`config.mk`:
```
export PLATFORM = sky130hd
export DESIGN_NAME = mult_byte_frontend_flat
export DESIGN_NICKNAME = d
export VERILOG_FILES = /design/src/rtl/mult_pkg.sv /design/src/rtl/mult_byte_frontend_if.sv /design/src/rtl/mult_byte_frontend.sv /design/src/flat_wrapper.sv
export SDC_FILE = /design/constraint.sdc
export NUM_CORES = 1
export LEC_CHECK = 0
export CAP_MARGIN = 20
export CORE_UTILIZATION = 35
export DETAILED_ROUTE_END_ITERATION = 7
export HOLD_SLACK_MARGIN = 0.15
export SLEW_MARGIN = 15
export SYNTH_ARGS = -nofsm -noshare
export SYNTH_HDL_FRONTEND = slang
export SYNTH_SLANG_ARGS = --single-unit
```
`constraint.sdc`:
```
create_clock -name clk -period 2.2 [get_ports clk]
set_input_delay 0.44 -clock clk [delete_from_list [all_inputs] [get_ports clk]]
set_output_delay 0.44 -clock clk [all_outputs]
set_load 0.005 [all_outputs]
```
`src/rtl/mult_pkg.sv`:
```
// Shared types and constants for the byte-serial multiplier front end.
package mult_pkg;

    typedef enum logic [1:0] {LOAD, ARM, RUN, SEND} fe_state_t;

    localparam int OP_W       = 16;
    localparam int RES_W      = 32;
    localparam int NBYTES_OP  = 4;
    localparam int NBYTES_RES = 4;
    localparam int BYTE_W     = 8;

    localparam logic [31:0] TIMEOUT_RESULT = 32'hFFFF_FFFF;

    // Little-endian byte select out of a 32-bit word.
    function automatic logic [7:0] byte_sel(input logic [31:0] w, input logic [1:0] idx);
        return w[{idx, 3'b000} +: 8];
    endfunction

endpackage

```
`src/rtl/mult_byte_frontend_if.sv`:
```
// Byte write stream, byte read stream and error flag of the multiplier front end.
interface mult_byte_frontend_if;

    logic       wr_valid;
    logic       wr_ready;
    logic [7:0] wr_data;
    logic       rd_valid;
    logic       rd_ready;
    logic [7:0] rd_data;
    logic       err;

    modport master (
        output wr_valid, wr_data, rd_ready,
        input  wr_ready, rd_valid, rd_data, err
    );

    modport slave (
        input  wr_valid, wr_data, rd_ready,
        output wr_ready, rd_valid, rd_data, err
    );

endinterface

```
`src/rtl/mult_byte_frontend.sv`:
```
// Packs four write bytes into two operands, runs the shift-add multiplier with a
// timeout guard, and streams the 32-bit product back out as four bytes.
module mult_byte_frontend #(
    parameter int OP_W        = 16,
    parameter int RES_W       = 32,
    parameter int TIMEOUT_CYC = 64
) (
    input  logic                 clk,
    input  logic                 rst_n,
    mult_byte_frontend_if.slave  bus,
    output logic                 mul_start,
    output logic [OP_W-1:0]      mul_a,
    output logic [OP_W-1:0]      mul_b,
    input  logic [RES_W-1:0]     mul_c,
    input  logic                 mul_calculated
);
    import mult_pkg::*;

    localparam logic [7:0] TLAST = 8'(TIMEOUT_CYC - 1);

    fe_state_t           state;
    logic [1:0]          byte_idx;
    logic [2*OP_W-1:0]   opnd;
    logic [RES_W-1:0]    res;
    logic [7:0]          tcnt;
    logic                wr_fire;
    logic                rd_fire;

    assign bus.wr_ready = (state == LOAD);
    assign bus.rd_valid = (state == SEND);
    assign bus.rd_data  = (state == SEND) ? byte_sel(res, byte_idx) : 8'h00;

    assign wr_fire = bus.wr_valid && bus.wr_ready;
    assign rd_fire = bus.rd_valid && bus.rd_ready;

    always_ff @(posedge clk or negedge rst_n) begin
        if (!rst_n) begin
            state     <= LOAD;
            byte_idx  <= 2'd0;
            opnd      <= '0;
            res       <= '0;
            tcnt      <= 8'd0;
            bus.err   <= 1'b0;
            mul_start <= 1'b0;
            mul_a     <= '0;
            mul_b     <= '0;
        end else begin
            case (state)
                LOAD: begin
                    if (wr_fire) begin
                        opnd[{byte_idx, 3'b000} +: 8] <= bus.wr_data;
                        byte_idx <= byte_idx + 2'd1;
                        bus.err  <= 1'b0;
                        if (byte_idx == 2'd3)
                            state <= ARM;
                    end
                end
                // Start stays low through this cycle so the multiplier restarts its counter.
                ARM: begin
                    mul_a     <= opnd[OP_W-1:0];
                    mul_b     <= opnd[2*OP_W-1:OP_W];
                    tcnt      <= 8'd0;
                    mul_start <= 1'b1;
                    state     <= RUN;
                end
                // tcnt==0 marks the first RUN cycle, where a stale sticky flag is ignored.
                RUN: begin
                    if (tcnt != 8'd0 && mul_calculated) begin
                        res       <= mul_c;
                        bus.err   <= 1'b0;
                        mul_start <= 1'b0;
                        state     <= SEND;
                    end else if (tcnt == TLAST) begin
                        res       <= RES_W'(TIMEOUT_RESULT);
                        bus.err   <= 1'b1;
                        mul_start <= 1'b0;
                        state     <= SEND;
                    end else begin
                        tcnt <= tcnt + 8'd1;
                    end
                end
                SEND: begin
                    if (rd_fire) begin
                        byte_idx <= byte_idx + 2'd1;
                        if (byte_idx == 2'd3)
                            state <= LOAD;
                    end
                end
                default: state <= LOAD;
            endcase
        end
    end

endmodule

```
`src/flat_wrapper.sv`:
```
// flat-port wrapper written by rule: the top's interface ports become plain ports
module mult_byte_frontend_flat import mult_pkg::*;
#(
    parameter int OP_W        = 16,
    parameter int RES_W       = 32,
    parameter int TIMEOUT_CYC = 64
)
  (clk, rst_n, mul_start, mul_a, mul_b, mul_c, mul_calculated, bus_wr_valid, bus_wr_data, bus_rd_ready, bus_wr_ready, bus_rd_valid, bus_rd_data, bus_err);
  mult_byte_frontend_if bus_i ();
  input  logic clk;
  input  logic rst_n;
  output logic mul_start;
  output logic [OP_W-1:0] mul_a;
  output logic [OP_W-1:0] mul_b;
  input  logic [RES_W-1:0] mul_c;
  input  logic mul_calculated;
  input wire logic [$bits(bus_i.wr_valid)-1:0] bus_wr_valid;
  input wire logic [$bits(bus_i.wr_data)-1:0] bus_wr_data;
  input wire logic [$bits(bus_i.rd_ready)-1:0] bus_rd_ready;
  output wire logic [$bits(bus_i.wr_ready)-1:0] bus_wr_ready;
  output wire logic [$bits(bus_i.rd_valid)-1:0] bus_rd_valid;
  output wire logic [$bits(bus_i.rd_data)-1:0] bus_rd_data;
  output wire logic [$bits(bus_i.err)-1:0] bus_err;
  assign bus_i.wr_valid = bus_wr_valid;
  assign bus_i.wr_data = bus_wr_data;
  assign bus_i.rd_ready = bus_rd_ready;
  assign bus_wr_ready = bus_i.wr_ready;
  assign bus_rd_valid = bus_i.rd_valid;
  assign bus_rd_data = bus_i.rd_data;
  assign bus_err = bus_i.err;
  mult_byte_frontend #(.OP_W(OP_W), .RES_W(RES_W), .TIMEOUT_CYC(TIMEOUT_CYC)) u_core (.clk(clk), .rst_n(rst_n), .bus(bus_i), .mul_start(mul_start), .mul_a(mul_a), .mul_b(mul_b), .mul_c(mul_c), .mul_calculated(mul_calculated));
endmodule
```
==> qor.yml <==
cp.arrival_ns: 1.77
drc_errors: 0
cp-start-kind: "flop"
ys_types: 49
vdd_drop_max_v: 0.000586
power_density_mw_per_mm2: 1330
htree_levels: 3
gp_congestion: 0.829
fin_crit_ns: 2.21
port-buffer-count: 88
crit_path_top_delay_cell: "mux4_2"
vias: 3374
ys.flop_type: "dfrtp_1"
cts_max_path_buffers: 2
p_leak_nw: 2.81
syn_avg_cell_area_um2: 13.8
final_common_cell: "dfrtp_1"
synth_nets: 403
row_count: 42
crit_path_max_incr_delay_ns: 0.47
fmax_ghz: 0.453
power.total_w: 0.00858
antenna_found_initial: 0
critPathRequiredTime_ns: 1.76
core_area_mm2: 0.0133
clockRootBuffer: "clkbuf_16"
synth-seq-cells: 110
tightestPinTransition_ns: 0.488
fin_skew_ns: 0.00818
status: "finished, violations left"
syn_inst: 346
dr.pass1.iters: 4
pre_cts_slack_ns: 0.106
grt_first_pass_wirelength_um: 18400
cap_viol_max_count: 0
violations: "setup timing"
cp.buffers_inverters: 3
path_delay_family: "multiplexers"
hpwl_um: 7490
seq_area_frac_synth_pct: 57.7
drt_wl_total_um: 11000
timing.final.ws_setup_ns: -0.00914
fill_cells: 1188
synth_top_area_share_pct: 57.7
detail_route.iter0.violations: 151
rsz0062_at_grt: "true"
vias_per_cell: 5.30
ys_async_sr_fraction_pct: 100
cp_max_fo: 7
avgRoutedWirePerCell_um: 17.2
area_delta_synth_final_pct: 35.6
diodes: 0
setup_viol: 3
synth_area_leaders: "dfrtp_1 58%, mux2_2 7.8%, a22o_1 6.1%"
nNetsFinal: 513
clk_pin_slew_ns: 0.07
tritoncts: "built"
ios: 89
die_height_um: 119
hold_viol: 0
syn_area_mm2: 0.00477
synth_top_area_cell: "dfrtp_1"
ys.warnings.count: 0
final_cell_mix: "110 x dfrtp_1, 79 x clkdlybuf4s50_1, 33 x mux2_2, 33 x a22o_1, 32 x o22a_1"
die-area_mm2: 0.0141
min_period_over_period_pct: 100
ant_nets: 0
hold_path_class: "flop to flop"
cts_inserted_buffers: 9
clock_latency_ns: 0.35
overflow: 0
synth_edf_count: 0
max-slew-margin-rel_pct: 67.3
clock-sinks: 110
grt_pass1_vias: 3550
die_x_um: 119
drive_above_1_share_pct: 24.7
path_cells: "buf_12 -> buf_4 -> mux4_2 -> and2_4 -> buf_2"
worstSetupPathType: "flop to primary output"
grt_util_all_layers_pct: 16.7
start_util_pct: 35.9
grt_max_degree: 48
maxSlewViolCount: 0
end_kind: "primary output"
power breakdown:
group          total [W]  switching [W]  internal, W
logic            0.00359        0.00146      0.00214
registers        0.00328       0.000461      0.00282
clock network    0.00171       0.000768     0.000937
cells in the mapped netlist, drive strengths merged (2+ instances only):
library cell  count
a21boi            3
a21oi             3
a22o             33
a31oi             2
a41oi             2
and2              8
and3              4
buf              11
clkbuf           10
dfrtp           110
ha               12
inv               9
mux2             33
mux4              8
nand2             8
nand2b            2
nand3            10
nand4             2
nor2              7
nor2b             3
nor3              4
nor4b             4
o211ai            2
o21ai             2
o221ai            3
o22a             32
o311ai            2
o31ai             2
cells by family (layout without fill, tap and decap cells):
family | count (synthesis) | after routing | synth area share [%]
flip-flops | 110 | 110 | 57.7
AO/OA/AOI/OAI | 95 | 95 | 17.5
AND/OR/NAND/NOR | 56 | 56 | 7.00
multiplexers | 42 | 42 | 11.8
buffers and inverters | 30 | 145 | 2.70
adder cells (fa/ha/maj) | 12 | 12 | 3.15
XOR/XNOR | 1 | 1 | 0.184
worst register-to-register path, stage by stage, from the launching register on:
cell     delay [ns]
dfrtp_1        0.43
or4_4          0.58
o31a_4         0.33
o311a_1        0.35
a221o_1        0.25
routing by layer:
layer  track usage, %  share of wire (%)  vias up
met5                0                  0        -
met4             6.09                1.7        0
met3             5.36                6.4       17
met2             26.5                 48      113
met1             21.4                 44     1700
li1                 -                  -     1544
state kept, by name (all words and copies together) (netlist names):
signal	count
u_core.state	2
u_core.mul_b	16
u_core.opnd	32
u_core.tcnt	8
u_core.mul_a	16
u_core.byte_idx	2
u_core.res	32
u_core.bus.err	1
u_core.mul_start	1
cell type report:
cell class / count / area (um2) / area share (%)
Clock buffer: 10 / 239 / 3.69
Clock inverter: 6 / 76.3 / 1.18
Tap cell: 176 / 220 / 3.40
Multi-Input combinational cell: 206 / 1940 / 30.0
Timing Repair Buffer: 120 / 1200 / 18.6
Sequential cell: 110 / 2750 / 42.5
Inverter: 9 / 33.8 / 0.522
path summary, 6_finish.rpt:
check                      depth (start not counted)  slack, ns          startpoint                to
max in group asynchronous                          3       1.04               rst_n  u_core.mul_b[14]
max                                                5     -0.009  u_core.byte_idx[0]    bus_rd_data[3]
min in group asynchronous                          2       0.58               rst_n   u_core.mul_a[2]
min reg2reg                                        1       0.49      u_core.res[19]    u_core.res[19]
max reg2reg                                        4       0.14      u_core.tcnt[5]    u_core.tcnt[4]
min                                                1       0.49      u_core.res[19]    u_core.res[19]
timing repair:
| item | CTS | global route |
|---|---|---|
| pin swaps | 0 | 1 |
| buffers inserted | 8 | 2 |
| hold endpoints to repair | 31 | 0 |
| hold buffers | 1 | 0 |
| endpoints found under the setup margin | 9 | 13 |
| resized for setup | 37 | 10 |
stage by stage:
step	area (um2)	cells	setup TNS (ns)	hold slack (ns)	util, %
final	6470	637	-0.0185	0.486	48.7
after global routing	6470	637	-0.356	0.513	48.7
after CTS	6440	637	-0.331	0.489	48.4
after detailed placement	6030	612	0	0.415	45.3
after global placement	6030	612	0	0.412	45.3
after floorplan	4780	346	0	0.144	-
(Power assumes the default switching activity.)
